[config.mk]
export PLATFORM = sky130hd
export DESIGN_NAME = grf_write_arbiter
export DESIGN_NICKNAME = d
export VERILOG_FILES = /design/src/rtl/grf_write_arbiter_pkg.sv /design/src/rtl/grf_write_arbiter_aux_write_fifo.sv /design/src/rtl/grf_write_arbiter.sv
export SDC_FILE = /design/constraint.sdc
export NUM_CORES = 1
export LEC_CHECK = 0
export BUFFER_PORTS_ARGS = -buffer_cell sky130_fd_sc_hd__buf_4
export CORE_MARGIN = 2
export CORE_UTILIZATION = 45
export DETAILED_ROUTE_END_ITERATION = 8
export PLACE_DENSITY_LB_ADDON = 0.25
export SLEW_MARGIN = 15
export SYNTH_ARGS = -nofsm -noshare
export SYNTH_HDL_FRONTEND = slang
export SYNTH_SLANG_ARGS = --single-unit
[constraint.sdc]
create_clock -name clk -period 4.8 [get_ports clk]
set_clock_uncertainty 0.05 [all_clocks]
set_input_delay 0.96 -clock clk [delete_from_list [all_inputs] [get_ports clk]]
set_output_delay 0.96 -clock clk [all_outputs]
set_load 0.005 [all_outputs]
[src/rtl/grf_write_arbiter_pkg.sv]
// Shared definitions for the register-file write arbiter: controller state
// encoding and default sizing.
package grf_write_arbiter_pkg;

  localparam int unsigned DefaultDepth       = 2;
  localparam int unsigned DefaultStarveLimit = 8;

  typedef enum logic [1:0] {
    StIdle   = 2'd0,
    StWait   = 2'd1,
    StStarve = 2'd2
  } arb_state_e;

endpackage

[src/rtl/grf_write_arbiter_aux_write_fifo.sv]
// In-order buffer of auxiliary register writes. Entries are kept compacted at
// index 0 so killed entries vanish at the edge instead of occupying a head slot.
module aux_write_fifo #(
  parameter int unsigned DEPTH = 2
) (
  input  logic        clk,
  input  logic        reset_n,
  input  logic        push,
  input  logic [4:0]  push_addr,
  input  logic [31:0] push_data,
  input  logic        pop,
  input  logic        kill_en,
  input  logic [4:0]  kill_addr,
  output logic        head_valid,
  output logic [4:0]  head_addr,
  output logic [31:0] head_data,
  output logic        head_kill,
  output logic        full,
  output logic        empty_next,
  output logic [31:0] pending_mask
);

  localparam int unsigned IdxW = $clog2(DEPTH);

  logic [DEPTH-1:0] valid_q, valid_d, kill;
  logic [4:0]       addr_q [DEPTH];
  logic [4:0]       addr_d [DEPTH];
  logic [31:0]      data_q [DEPTH];
  logic [31:0]      data_d [DEPTH];
  logic [IdxW:0]    n;
  logic             push_keep;

  always_comb begin
    for (int i = 0; i < DEPTH; i++) begin
      kill[i] = kill_en && valid_q[i] && (addr_q[i] == kill_addr);
    end
  end

  // Writes to r0 and writes overwritten by a same-cycle write-back are dropped.
  assign push_keep = push && !full && (push_addr != 5'd0) &&
                     !(kill_en && (push_addr == kill_addr));

  always_comb begin
    valid_d = '0;
    n       = '0;
    for (int i = 0; i < DEPTH; i++) begin
      addr_d[i] = '0;
      data_d[i] = '0;
    end
    for (int i = 0; i < DEPTH; i++) begin
      if (valid_q[i] && !kill[i] && !(pop && (i == 0))) begin
        valid_d[n[IdxW-1:0]] = 1'b1;
        addr_d[n[IdxW-1:0]]  = addr_q[i];
        data_d[n[IdxW-1:0]]  = data_q[i];
        n                    = n + (IdxW+1)'(1);
      end
    end
    if (push_keep) begin
      valid_d[n[IdxW-1:0]] = 1'b1;
      addr_d[n[IdxW-1:0]]  = push_addr;
      data_d[n[IdxW-1:0]]  = push_data;
    end
  end

  always_ff @(posedge clk or negedge reset_n) begin
    if (!reset_n) begin
      valid_q <= '0;
      for (int i = 0; i < DEPTH; i++) begin
        addr_q[i] <= '0;
        data_q[i] <= '0;
      end
    end else begin
      valid_q <= valid_d;
      for (int i = 0; i < DEPTH; i++) begin
        addr_q[i] <= addr_d[i];
        data_q[i] <= data_d[i];
      end
    end
  end

  always_comb begin
    pending_mask = '0;
    for (int i = 0; i < DEPTH; i++) begin
      if (valid_q[i]) pending_mask[addr_q[i]] = 1'b1;
    end
  end

  assign head_valid = valid_q[0];
  assign head_addr  = addr_q[0];
  assign head_data  = data_q[0];
  assign head_kill  = kill[0];
  assign full       = valid_q[DEPTH-1];
  assign empty_next = !valid_d[0];

endmodule

[src/rtl/grf_write_arbiter.sv]
// Merges the write-back port with buffered multi-cycle results into the single
// register-file write port; write-back always wins, a starved head asks for a stall.
module grf_write_arbiter
  import grf_write_arbiter_pkg::*;
#(
  parameter int unsigned DEPTH        = DefaultDepth,
  parameter int unsigned STARVE_LIMIT = DefaultStarveLimit
) (
  input  logic        clk,
  input  logic        reset_n,
  input  logic        wb_we,
  input  logic [4:0]  wb_addr,
  input  logic [31:0] wb_data,
  input  logic        aux_valid,
  output logic        aux_ready,
  input  logic [4:0]  aux_addr,
  input  logic [31:0] aux_data,
  output logic        grf_we,
  output logic [4:0]  grf_addr,
  output logic [31:0] grf_data,
  output logic        stall_req,
  output logic [31:0] pending_mask
);

  localparam int unsigned CntW = $clog2(STARVE_LIMIT + 1);

  arb_state_e  state_q;
  logic [CntW-1:0] cnt_q, cnt_d;

  logic        wb_act, push, pop, blocked;
  logic        head_valid, head_kill, full, empty_next;
  logic [4:0]  head_addr;
  logic [31:0] head_data;

  assign wb_act    = reset_n && wb_we && (wb_addr != 5'd0);
  assign aux_ready = reset_n && !full;
  assign push      = aux_valid && aux_ready;
  assign pop       = !wb_act && head_valid;
  assign blocked   = head_valid && wb_act && !head_kill;

  aux_write_fifo #(
    .DEPTH (DEPTH)
  ) u_fifo (
    .clk          (clk),
    .reset_n      (reset_n),
    .push         (push),
    .push_addr    (aux_addr),
    .push_data    (aux_data),
    .pop          (pop),
    .kill_en      (wb_act),
    .kill_addr    (wb_addr),
    .head_valid   (head_valid),
    .head_addr    (head_addr),
    .head_data    (head_data),
    .head_kill    (head_kill),
    .full         (full),
    .empty_next   (empty_next),
    .pending_mask (pending_mask)
  );

  always_comb begin
    grf_we   = 1'b0;
    grf_addr = '0;
    grf_data = '0;
    if (wb_act) begin
      grf_we   = 1'b1;
      grf_addr = wb_addr;
      grf_data = wb_data;
    end else if (head_valid) begin
      grf_we   = 1'b1;
      grf_addr = head_addr;
      grf_data = head_data;
    end
  end

  // Counts cycles the current head has been blocked; restarts with each new head.
  always_comb begin
    if (pop || head_kill || !head_valid) begin
      cnt_d = '0;
    end else if (blocked && (cnt_q != CntW'(STARVE_LIMIT))) begin
      cnt_d = cnt_q + CntW'(1);
    end else begin
      cnt_d = cnt_q;
    end
  end

  always_ff @(posedge clk or negedge reset_n) begin
    if (!reset_n) begin
      state_q   <= StIdle;
      cnt_q     <= '0;
      stall_req <= 1'b0;
    end else begin
      cnt_q <= cnt_d;
      case (state_q)
        StIdle: begin
          if (!empty_next) state_q <= StWait;
        end
        StWait: begin
          if (empty_next) begin
            state_q <= StIdle;
          end else if (cnt_d == CntW'(STARVE_LIMIT)) begin
            state_q   <= StStarve;
            stall_req <= 1'b1;
          end
        end
        StStarve: begin
          if (pop || head_kill) begin
            stall_req <= 1'b0;
            state_q   <= empty_next ? StIdle : StWait;
          end
        end
        default: begin
          state_q   <= StIdle;
          stall_req <= 1'b0;
        end
      endcase
    end
  end

endmodule

==> impl_metrics.json <==
{
  "status": "finished clean",
  "cts_tree": "done",
  "die_width_microns": 109,
  "cts-root-buf": "clkbuf_8",
  "max_freq_mhz": 257,
  "yosys-top-cells-count": "83 x dfrtp_1, 80 x nand2_1, 46 x nand3_1",
  "grt_pass1_vias": 4696,
  "rsz0062_at_grt": "no",
  "cts_buffers": 9,
  "die_area_sq_um": 11800,
  "period_share": 0.811,
  "vias": 4989,
  "clk_path_buf_depth": 2,
  "core_area_sq_um": 10700,
  "detail_route.iter0.violations": 529,
  "synth_top_area_share": 0.421,
  "clkLatencyLatePin_ps": 350,
  "yosysMostFrequentCell": "dfrtp_1",
  "cpMostUsedCell": "inv_1",
  "overflow": 0,
  "syn_nets": 662,
  "crit_slowest_cell": "o31a_1",
  "power_frac_comb": 0.224,
  "worstPathMaxFanout": 76,
  "fin_crit_ps": 3890,
  "drive_above_1_share": 0.272,
  "path_delay_family": "compound AO/OA/AOI/OAI gates",
  "cts_setup_buffers": 0,
  "switching_share": 0.311,
  "rows": 38,
  "cts_resized": 0,
  "area_delta_synth_final_pct": 25.5,
  "worstMarginPinSlew_ps": 1100,
  "final-hold-violation-count": 0,
  "dp_hpwl_microns": 9620,
  "wirelength_microns": 14600,
  "routabilityCongestion": 0.886,
  "fin_nets": 773,
  "hold-worst-slack_ps": 452,
  "viasPerCell": 5.97,
  "fin_setup_tns_ps": 0,
  "crit_type": "primary input to flop",
  "ir_worst_vdd_v": 0.000156,
  "syn_inst": 580,
  "ys_async_sr_fraction": 1.00,
  "path_cells": "buf_4 -> or4_4 -> o211a_4 -> a31oi_4 -> inv_1 -> ha_1 -> inv_1 -> o2111a_1 -> o31a_1 -> buf_12 -> a31oi_1 -> a21oi_1",
  "clock-sinks": 83,
  "crit_arrival_ps": 4120,
  "clkTransAtPathRegs_ps": 80,
  "cts.htree.levels": 3,
  "synth.distinct_cells": 48,
  "synth-main-ff-cell": "dfrtp_1",
  "io_pins": 150,
  "cp.required_ps": 5020,
  "power.internal_w": 0.00116,
  "n_antenna_cell": 0,
  "synth-seq-cells": 83,
  "power_density_nw_per_um2": 273,
  "cts_hold_buffers": 0,
  "clkPwrFrac": 0.304,
  "power.leakage_nw": 2.78,
  "synth_edf_count": 0,
  "setup_violations": 0,
  "grt_pass1_wl_microns": 23500,
  "grt_max_degree": 77,
  "first_pass_iters": 5,
  "final_max_slew_viol_count": 0,
  "fillerInstances": 992,
  "ys_seq_area_frac": 0.421,
  "avgSynthCellArea_sq_um": 8.50,
  "seqPwrFrac": 0.471,
  "max_cap_viol_count": 0,
  "die_h_microns": 109,
  "crit_buf_inv": 4,
  "portBuffers": 149,
  "syn-cell-area_sq_um": 4930,
  "p_sw_w": 0.000526,
  "slowest_delay_ps": 550,
  "relSlewSlack": 0.268,
  "wl_per_cell_microns": 17.5,
  "cp-start-kind": "primary input",
  "hold_path_class": "primary input to async pin",
  "yosys.area.top_type": "dfrtp_1",
  "yosys_warnings": 0,
  "drc": 0,
  "netlist_top_cells_area": "dfrtp_1 42%, a22o_1 6.4%, nand2_1 6.1%",
  "antenna_left": 0,
  "start_util": 0.459,
  "end_kind": "flop",
  "grt_antenna_before_repair": 0,
  "grt_use_total": 0.252
}
## stage by stage
| stage | setup WS, ps | utilization | cell area (sq um) | instances | power (W) |
|---|---|---|---|---|---|
| 3_3_place_gp | 715 | 0.557 | 5980 | 820 | 0.00117 |
| 2_1_floorplan | 1350 | - | 4930 | 580 | 0.00101 |
| 6_report | 906 | 0.575 | 6180 | 836 | 0.00169 |
| 4_1_cts | 941 | 0.575 | 6180 | 836 | 0.00170 |
| 5_1_grt | 692 | 0.575 | 6180 | 836 | 0.00178 |
| 3_5_place_dp | 562 | 0.557 | 5980 | 820 | 0.00118 |
## per-layer routing
layer	vias up	part of all wire	global-route usage	wire length [microns]
met1	2407	0.43	0.350	6290
met2	249	0.47	0.394	6950
met4	0	0.016	0.0833	238
li1	2311	-	-	-
met5	-	0	0	0
met3	22	0.079	0.0538	1160
## state kept, by name, indices dropped and copies added, names as in the netlist
signal / flops
u_fifo.valid_q: 2
u_fifo.data_q: 32
u_fifo.addr_q: 5
u_fifo.head_data: 32
stall_req: 1
cnt_q: 4
u_fifo.head_addr: 5
state_q: 2
## power by group through the flow
stage	Sequential (W)	Clock [W]	Combinational, W
global placement	0.000806	0	0.000368
finish	0.000796	0.000514	0.000379
detailed placement	0.000806	0	0.000378
CTS	0.000793	0.000531	0.000379
floorplan	0.000775	0	0.000233
global route	0.000802	0.000557	0.000419
## cell usage in the layout, fill, tap and decap left out, types with 2 or more instances in the layout
master	synthesis	layout
o21ai_0	41	41
nor2_1	45	45
inv_1	8	8
clkinv_4	0	2
o22ai_1	32	32
ha_1	4	4
nand3b_1	10	10
or3_1	4	4
and3_1	2	2
buf_4	3	158
or3b_2	3	3
a31oi_1	37	37
and2_1	2	2
a21oi_1	40	40
a22o_1	36	36
xnor2_1	13	13
a211oi_1	2	2
dfrtp_1	83	82
nand3_1	46	46
clkbuf_8	0	10
nor3_1	3	3
xor2_1	5	5
nand2_1	80	80
nor2b_1	2	2
## kinds of logic after synthesis
group / count (synthesis) / synth area share
flops: 83 / 0.421
compound gates: 203 / 0.268
buf+inv: 68 / 0.0787
xor+xnor: 18 / 0.0320
fa+ha+maj: 4 / 0.0102
simple gates: 204 / 0.189
## path summary, 6_finish.rpt
path                                   startpoint             endpoint  slack (ps)  cells past startpoint
worst max register to register   u_fifo.addr_q[4]  u_fifo.head_addr[2]        1650                     11
worst max-delay path                   wb_addr[0]  u_fifo.head_addr[2]         910                     12
worst min-delay path                      reset_n  u_fifo.head_addr[0]         450                      1
worst min register to register  u_fifo.data_q[28]    u_fifo.data_q[28]         460                      1
max in group asynchronous                 reset_n    u_fifo.valid_q[0]        3060                      2
min in group clk                u_fifo.data_q[28]    u_fifo.data_q[28]         460                      1
## area by class of cell
cell class / instances / area [sq um] / area share
clock buffers: 11 / 141 / 0.0229
clock inverters: 5 / 61.3 / 0.00992
inverters: 9 / 36.3 / 0.00587
multi-input cells: 429 / 2480 / 0.402
flip-flops and latches: 83 / 2080 / 0.336
well taps: 140 / 175 / 0.0283
repair buffers: 159 / 1210 / 0.195
Note: power is estimated with default switching activity, not from simulation.
